**src/rtl/mem_bus_interface_pkg.sv**
```systemverilog
// Shared definitions for the memory-side bus receiver and the control unit:
// transaction state encoding and default geometry/timeout constants.
package mem_bus_interface_pkg;

  typedef enum logic [1:0] {
    ST_IDLE = 2'd0,
    ST_RD   = 2'd1,
    ST_WR   = 2'd2
  } bus_state_t;

  localparam int DEFAULT_ADDR_W  = 9;
  localparam int DEFAULT_TIMEOUT = 15;

  // Width that holds 0..timeout inclusive (at least one bit).
  function automatic int cnt_width(input int timeout);
    int w;
    w = $clog2(timeout + 1);
    return (w < 1) ? 1 : w;
  endfunction

endpackage

```
**src/rtl/mem_timeout_counter.sv**
```systemverilog
// Transaction watchdog: counts cycles while enabled, held at zero by clear,
// flags the last permitted cycle. The count saturates and never wraps.
module mem_timeout_counter
  import mem_bus_interface_pkg::*;
#(
  parameter int TIMEOUT = DEFAULT_TIMEOUT
) (
  input  logic clk,
  input  logic reset_n,
  input  logic clear,
  input  logic enable,
  output logic expired
);

  localparam int CW = cnt_width(TIMEOUT);
  localparam logic [CW-1:0] LAST_CNT = CW'(TIMEOUT - 1);
  localparam logic [CW-1:0] MAX_CNT  = {CW{1'b1}};

  logic [CW-1:0] count_q;

  // Count register: clear wins, then saturating increment.
  always_ff @(posedge clk or negedge reset_n) begin
    if (!reset_n) begin
      count_q <= '0;
    end else if (clear) begin
      count_q <= '0;
    end else if (enable && (count_q != MAX_CNT)) begin
      count_q <= count_q + CW'(1);
    end
  end

  // Expired means an edge without ack now ends the transaction.
  assign expired = (count_q == LAST_CNT);

endmodule

```
**src/rtl/mem_bus_interface.sv**
```systemverilog
// Memory-side bus receiver: MAR/MDR capture from BusMuxOut and a
// three-state controller running read/write transactions against a
// handshaked word memory, bounded by a timeout counter.
//
// Handshake: a request (mem_rd or mem_wr) is valid from the edge after the
// start until the edge on which mem_ack=1 is sampled; mem_ack is the ready
// strobe and completes the transfer on that edge. mem_addr and mem_wdata
// are registered and do not change while a request is outstanding. If no
// ack is sampled within TIMEOUT edges the request is withdrawn and err
// pulses instead of done.
module mem_bus_interface
  import mem_bus_interface_pkg::*;
#(
  parameter int ADDR_W  = DEFAULT_ADDR_W,
  parameter int TIMEOUT = DEFAULT_TIMEOUT
) (
  input  logic              clk,
  input  logic              reset_n,
  input  logic [31:0]       BusMuxOut,
  input  logic              MAR_in,
  input  logic              MDR_in,
  input  logic              Read,
  input  logic              Write,
  input  logic [31:0]       mem_rdata,
  input  logic              mem_ack,
  output logic [ADDR_W-1:0] mem_addr,
  output logic [31:0]       mem_wdata,
  output logic              mem_rd,
  output logic              mem_wr,
  output logic [31:0]       MAR_q,
  output logic [31:0]       MDR_q,
  output logic              busy,
  output logic              done,
  output logic              err,
  output bus_state_t        state_dbg
);

  bus_state_t  state_q, state_d;
  logic [31:0] mar_q, mar_d;
  logic [31:0] mdr_q, mdr_d;
  logic        rd_q, rd_d;
  logic        wr_q, wr_d;
  logic        done_q, done_d;
  logic        err_q, err_d;
  logic        expired;

  mem_timeout_counter #(
    .TIMEOUT (TIMEOUT)
  ) u_timeout (
    .clk     (clk),
    .reset_n (reset_n),
    .clear   (state_q == ST_IDLE),
    .enable  ((state_q != ST_IDLE) && !mem_ack),
    .expired (expired)
  );

  // State and datapath registers; reset clears everything including pulses.
  always_ff @(posedge clk or negedge reset_n) begin
    if (!reset_n) begin
      state_q <= ST_IDLE;
      mar_q   <= '0;
      mdr_q   <= '0;
      rd_q    <= 1'b0;
      wr_q    <= 1'b0;
      done_q  <= 1'b0;
      err_q   <= 1'b0;
    end else begin
      state_q <= state_d;
      mar_q   <= mar_d;
      mdr_q   <= mdr_d;
      rd_q    <= rd_d;
      wr_q    <= wr_d;
      done_q  <= done_d;
      err_q   <= err_d;
    end
  end

  // Next-state logic: bus loads and starts in IDLE, ack/timeout in RD/WR.
  always_comb begin
    state_d = state_q;
    mar_d   = mar_q;
    mdr_d   = mdr_q;
    rd_d    = rd_q;
    wr_d    = wr_q;
    done_d  = 1'b0;
    err_d   = 1'b0;
    unique case (state_q)
      ST_IDLE: begin
        // MAR loads on the same edge as a start, so the new address is used.
        if (MAR_in) mar_d = BusMuxOut;
        if (MDR_in && Read) begin
          // Read start; takes priority over a simultaneous Write.
          state_d = ST_RD;
          rd_d    = 1'b1;
        end else begin
          if (MDR_in) mdr_d = BusMuxOut;
          if (Write) begin
            state_d = ST_WR;
            wr_d    = 1'b1;
          end
        end
      end
      ST_RD, ST_WR: begin
        if (mem_ack) begin
          if (state_q == ST_RD) mdr_d = mem_rdata;
          rd_d    = 1'b0;
          wr_d    = 1'b0;
          state_d = ST_IDLE;
          done_d  = 1'b1;
        end else if (expired) begin
          rd_d    = 1'b0;
          wr_d    = 1'b0;
          state_d = ST_IDLE;
          err_d   = 1'b1;
        end
      end
      default: begin
        state_d = ST_IDLE;
        rd_d    = 1'b0;
        wr_d    = 1'b0;
      end
    endcase
  end

  assign mem_addr  = mar_q[ADDR_W-1:0];
  assign mem_wdata = mdr_q;
  assign mem_rd    = rd_q;
  assign mem_wr    = wr_q;
  assign MAR_q     = mar_q;
  assign MDR_q     = mdr_q;
  assign busy      = (state_q == ST_RD) || (state_q == ST_WR);
  assign done      = done_q;
  assign err       = err_q;
  assign state_dbg = state_q;

endmodule

```
**config.mk**
```make
export PLATFORM = sky130hd
export DESIGN_NAME = mem_bus_interface
export DESIGN_NICKNAME = d
export VERILOG_FILES = /design/src/rtl/mem_bus_interface_pkg.sv /design/src/rtl/mem_timeout_counter.sv /design/src/rtl/mem_bus_interface.sv
export SDC_FILE = /design/constraint.sdc
export NUM_CORES = 1
export LEC_CHECK = 0
export CAP_MARGIN = 20
export CORE_MARGIN = 2
export CORE_UTILIZATION = 29
export DETAILED_ROUTE_END_ITERATION = 8
export GPL_ROUTABILITY_DRIVEN = 1
export PLACE_DENSITY_LB_ADDON = 0.12
export RECOVER_POWER = 100
export SYNTH_ARGS = -nofsm -noshare
export SYNTH_HDL_FRONTEND = slang
export SYNTH_SLANG_ARGS = --single-unit
```
**constraint.sdc**
```tcl
create_clock -name clk -period 4.5 [get_ports clk]
set_clock_uncertainty 0.05 [all_clocks]
set_input_delay 0.9 -clock clk [delete_from_list [all_inputs] [get_ports clk]]
set_output_delay 0.9 -clock clk [all_outputs]
set_load 0.01 [all_outputs]
```
Word-level counts from Yosys, hierarchy flattened
Cells that the tools add are included.
Cells by class
  $add $sub $neg: 1
  equal/unequal tests: 12
  multiplexer cells: 24
  reductions and logical operators: 15
Operators with widths (number)
  $mux W32: 4
  $pmux W32 S2: 1
  $ne A2 B2 Y1 const B: 6
  $mux W1: 10
  $mux W2: 4
  $mux W4: 2
  $ne A3 B3 Y1 const B: 2
  $reduce_and A2 Y1: 3
  $reduce_bool A2 Y1: 3
  $reduce_and A5 Y1: 1
  $add A4 B1 Y4 const B: 1
  $eq A4 B4 Y1 const B: 1
  $ne A4 B4 Y1 const B: 1
  $pmux W1 S2: 2
  $pmux W2 S2: 1
  $logic_and A1 B1 Y1: 3
  $reduce_and A3 Y1: 1
  $eq A2 B1 Y1 const B: 1
  $eq A2 B2 Y1 const B: 1
  $logic_not A2 Y1: 1
  $reduce_or A2 Y1: 1
  $logic_not A1 Y1: 1
  $logic_or A1 B1 Y1: 1
Word-level totals
  flip-flop bits (word level): 74
  output and inout bits: 112

Logic depth before layout (Yosys ltp)
  depth after elaboration: 5
  depth in mapped cells: 7

Modules after synthesis
A second synthesis with hierarchy kept.
Unflattened totals
  cells, all modules: 266
  area total of the unflattened synthesis: 3662.3 um^2
By module, submodules not included
  mem_bus_interface: instances 1, cells an instance 243, area an instance 3410.8 um^2, seq. area each 1751.7 um^2
  mem_timeout_counter: instances 1, cells an instance 23, area an instance 251.5 um^2, seq. area each 100.1 um^2

Least setup slack after synthesis
OpenSTA, ideal clock, no wires.
  kind: register -> register
  start point: register state_q[0] (netlist: state_dbg[0])
  end point: register mdr_q[9] (netlist: MDR_q[9])
  library setup time: 0.127 ns
  data arrival time: 2.025 ns
  data required time: 4.323 ns
  slack: 2.297 ns
  cell stages (with the launch flop): 7
  buffers on the path: 2
  clock period less this slack: 2.203 ns
  cells stage by stage: dfrtp_1 > inv_1 > ha_1 > buf_2 > clkbuf_1 > mux2_2 > mux2_1
Between the ends
  cells in the longest elaborated chain, start to end: 4
Ends and longest elaborated chain
  from (decl): line mem_bus_interface.sv:38  | bus_state_t state_q, state_d;
  from (signal assigned): line mem_bus_interface.sv:68  | state_q <= state_d;
  $eq A2 B1 Y1 or $eq A2 B2 Y1 (tied branches): line mem_bus_interface.sv:87, mem_bus_interface.sv:105
  $reduce_or A2 Y1: line mem_bus_interface.sv:87  | unique case (state_q)
  $ne A2 B2 Y1 (no line) or $reduce_bool A2 Y1 (tied branches)
  $reduce_and A5 Y1 (no line)
  to (signal assigned): line mem_bus_interface.sv:70  | mdr_q <= mdr_d;
  to (decl): line mem_bus_interface.sv:40  | logic [31:0] mdr_q, mdr_d;
Several ways; a longest one is shown, not always the timed one.
A chain may end at the register's enable or synchronous reset.

Worst setup path in the final report
  start point: input port MAR_in
  end point: register mar_q[20] (netlist: MAR_q[20])
Between the ends
  cells in the longest elaborated chain, start to end: 1
Ends and longest elaborated chain
  from (decl): line mem_bus_interface.sv:20  | input logic MAR_in,
  $reduce_and A2 Y1 (no line)
  to (signal assigned): line mem_bus_interface.sv:69  | mar_q <= mar_d;
  to (decl): line mem_bus_interface.sv:39  | logic [31:0] mar_q, mar_d;
No other way between the ends.

==> flow_metrics.env <==
export IMPL_outcome="complete, but fails checks"
export IMPL_violations="max-capacitance violations, max-slew violations"
export IMPL_drt_iter0_markers=77
export IMPL_fin_crit_ps=3260
export IMPL_synth_cell_types=30
export IMPL_gp_congestion=0.793
export IMPL_synth_compound_area_share_pct=3.17
export IMPL_num_nets_final=487
export IMPL_highest_layer="met4"
export IMPL_cp_start_kind="input pin"
export IMPL_post_cts_resized=0
export IMPL_synth_ff_latch_count=74
export IMPL_wl_per_cell_microns=15.5
export IMPL_ios=183
export IMPL_syn_area_per_cell_sq_um=13.7
export IMPL_setup_viol=0
export IMPL_antenna_found_initial=0
export IMPL_crit_fanout=32
export IMPL_gr_total_overflow=0
export IMPL_cts_tree="yes"
export IMPL_synthesis_area_sq_um=3630
export IMPL_ir_drop_mv=0.297
export IMPL_hp_class="reg2reg"
export IMPL_cts_root_buf="clkbuf_16"
export IMPL_die_h_microns=116
export IMPL_grt_usage_pct=13.6
export IMPL_synth_simple_area_share_pct=2.41
export IMPL_grt_pass1_vias=2730
export IMPL_drt_first_pass_iters=3
export IMPL_cts_buffers=9
export IMPL_grt_setup_unrepaired="no"
export IMPL_syn_nets=342
export IMPL_synth_top_family_by_area="multiplexers"
export IMPL_route_met3_wl_microns=778
export IMPL_drive_above_1_share_pct=27.2
export IMPL_p_int_mw=2.80
export IMPL_die_w_microns=116
export IMPL_met1Wirelength_mm=3.88
export IMPL_worst_slack_ps=1240
export IMPL_num_fill_cells=1164
export IMPL_via_count=2569
export IMPL_std_cell_rows=40
export IMPL_p_sw_mw=1.41
export IMPL_hold_violations=0
export IMPL_yosysWarningCount=0
export IMPL_grt_pass1_wl_mm=14.1
export IMPL_relSlewSlack_pct=-33.8
export IMPL_synthXorXnorAreaFrac_pct=0.241
export IMPL_dp_hpwl_mm=6.35
export IMPL_netlist_instances=266
export IMPL_required_ps=4650
export IMPL_end_kind="flip-flop"
export IMPL_viasPerCell=4.41
export IMPL_leakage_nw=2.31
export IMPL_critical_path_class="in2reg"
export IMPL_grt_max_degree=75
export IMPL_dr_wl_met2_mm=4.24
export IMPL_core_area_sq_um=12100
export IMPL_cts_max_path_buffers=2
export IMPL_routed_wl_mm=9.04
export IMPL_fin_setup_tns_ps=0
export IMPL_slew_violations=108
export IMPL_drc_errors=0
export IMPL_clk_latency_ps=320
export IMPL_clock_sinks=74
export IMPL_syn_to_final_growth_pct=53.3
export IMPL_seqPwrFrac_pct=28.3
export IMPL_cp_data_arrival_time_ps=3410
export IMPL_pwr_share_comb_pct=55.1
export IMPL_min_period_over_period_pct=72.4
export IMPL_drv_cap=2
export IMPL_start_util_pct=30.0
export IMPL_synthMuxAreaShare_pct=30.6
export IMPL_cts_hold_buf=0
export IMPL_postCtsSetupBuffers=0
export IMPL_synth_seq_area_share_pct=50.9
export IMPL_path_clk_slew_ps=50
export IMPL_switching_share_pct=33.4
export IMPL_design_die_area_sq_um=13400
export IMPL_cellPowerDensity_nw_per_um2=756
export IMPL_ant_nets=0
export IMPL_diodes=0
export IMPL_p_clk_share_pct=16.6
export IMPL_htreeDepth=3
export IMPL_port_buffers=182
export IMPL_synth_fa_ha_area_share_pct=1.72
export IMPL_max_clock_freq_mhz=307
export IMPL_worst_pin_slew_ps=2010
export IMPL_post_place_ws_ps=1710
==> worst max-delay path, cell delays in order <==
cell	delay, ps
dlygate4sd3_1	540
nand2_1	70
clkbuf_1	1430
mux2_2	460
==> metrics by stage <==
step,area (sq um),instances,utilization [%],total power [mW],hold WS [ps]
after floorplan,3630,266,-,2.75,479
after global placement,5320,568,43.9,3.78,433
after detailed placement,5320,568,43.9,3.81,434
after CTS,5610,583,46.3,4.54,454
after global routing,5570,583,46.0,4.51,466
final,5570,583,46.0,4.21,444
==> area by class of cell <==
class | instances | area, sq um | share of cell area (%)
Timing Repair Buffer | 186 | 1840 | 32.9
Tap cell | 168 | 210 | 3.77
Inverter | 5 | 18.8 | 0.337
Sequential cell | 74 | 1850 | 33.2
Multi-Input combinational cell | 135 | 1370 | 24.6
Clock inverter | 3 | 40.0 | 0.718
Clock buffer | 12 | 246 | 4.42
==> registers in the layout, summed over array words and instances, names as in the netlist <==
signal / count
MAR_q: 32
MDR_q: 32
u_timeout.count_q: 4
state_dbg: 2
done: 1
err: 1
mem_rd: 1
mem_wr: 1
==> placed cells by master, fill, tap and decap left out, drive strengths merged, types with 2 or more instances in the layout <==
master	Yosys	layout
dlygate4sd3	0	114
mux2	97	97
dfrtp	74	74
clkdlybuf4s50	0	67
clkbuf	3	16
inv	5	5
ha	5	5
nor2	4	4
nand2	3	3
a21oi	3	3
nand3	2	2
mux2i	2	2
a211oi	2	2
nor2b	2	2
o22a	2	2
clkinv	0	2
and2	2	2
==> power groups by stage <==
stage,combinational [mW],clock (mW),sequential [mW]
5_1_grt,2.50,0.752,1.25
3_5_place_dp,2.58,0,1.23
6_report,2.32,0.698,1.19
4_1_cts,2.59,0.721,1.23
2_1_floorplan,1.40,0,1.35
3_3_place_gp,2.55,0,1.23
==> cell families after synthesis <==
kind of cell	count (synthesis)
flops	74
fa+ha+maj	5
compound gates	13
mux	99
buf+inv	57
xor+xnor	1
simple gates	17
==> worst paths after layout <==
path	start	to	slack (ps)	depth (start not counted)
min	MAR_q[26]	MAR_q[26]	440	1
max in group asynchronous	reset_n	MAR_q[18]	2260	1
max reg2reg	state_dbg[0]	MDR_q[30]	1290	7
max	MAR_in	MAR_q[20]	1240	4
min in group asynchronous	reset_n	done	1030	1
min reg2reg	MAR_q[26]	MAR_q[26]	440	1
==> per-layer routing <==
metal / vias up / GRT usage [%]
met2: 115 / 21.7
met3: 10 / 4.50
met4: 0 / 5.79
met1: 1262 / 16.9
met5: - / 0
li1: 1182 / -
==> synthesized netlist by cell type (all sizes together) <==
cell | instances | share of area (%)
inv | 5 | 0.52
and2 | 2 | 0.34
a31o | 1 | 0.24
and3 | 1 | 0.17
nand2 | 3 | 0.31
nor2b | 2 | 0.34
a21oi | 3 | 0.41
mux2i | 2 | 0.55
a211oi | 2 | 0.76
o22ai | 1 | 0.17
clkbuf | 3 | 0.31
a22oi | 1 | 0.21
xnor2 | 1 | 0.24
o32a | 1 | 0.28
a21boi | 1 | 0.21
nor3b | 1 | 0.21
nand3 | 2 | 0.28
o22a | 2 | 0.48
a311oi | 1 | 0.41
mux2 | 97 | 30
dfrtp | 74 | 51
nand4 | 1 | 0.17
ha | 5 | 1.7
nor2 | 4 | 0.41
nand2b | 1 | 0.17
buf | 49 | 10
No activity file was read; power rests on OpenSTA's default activity.
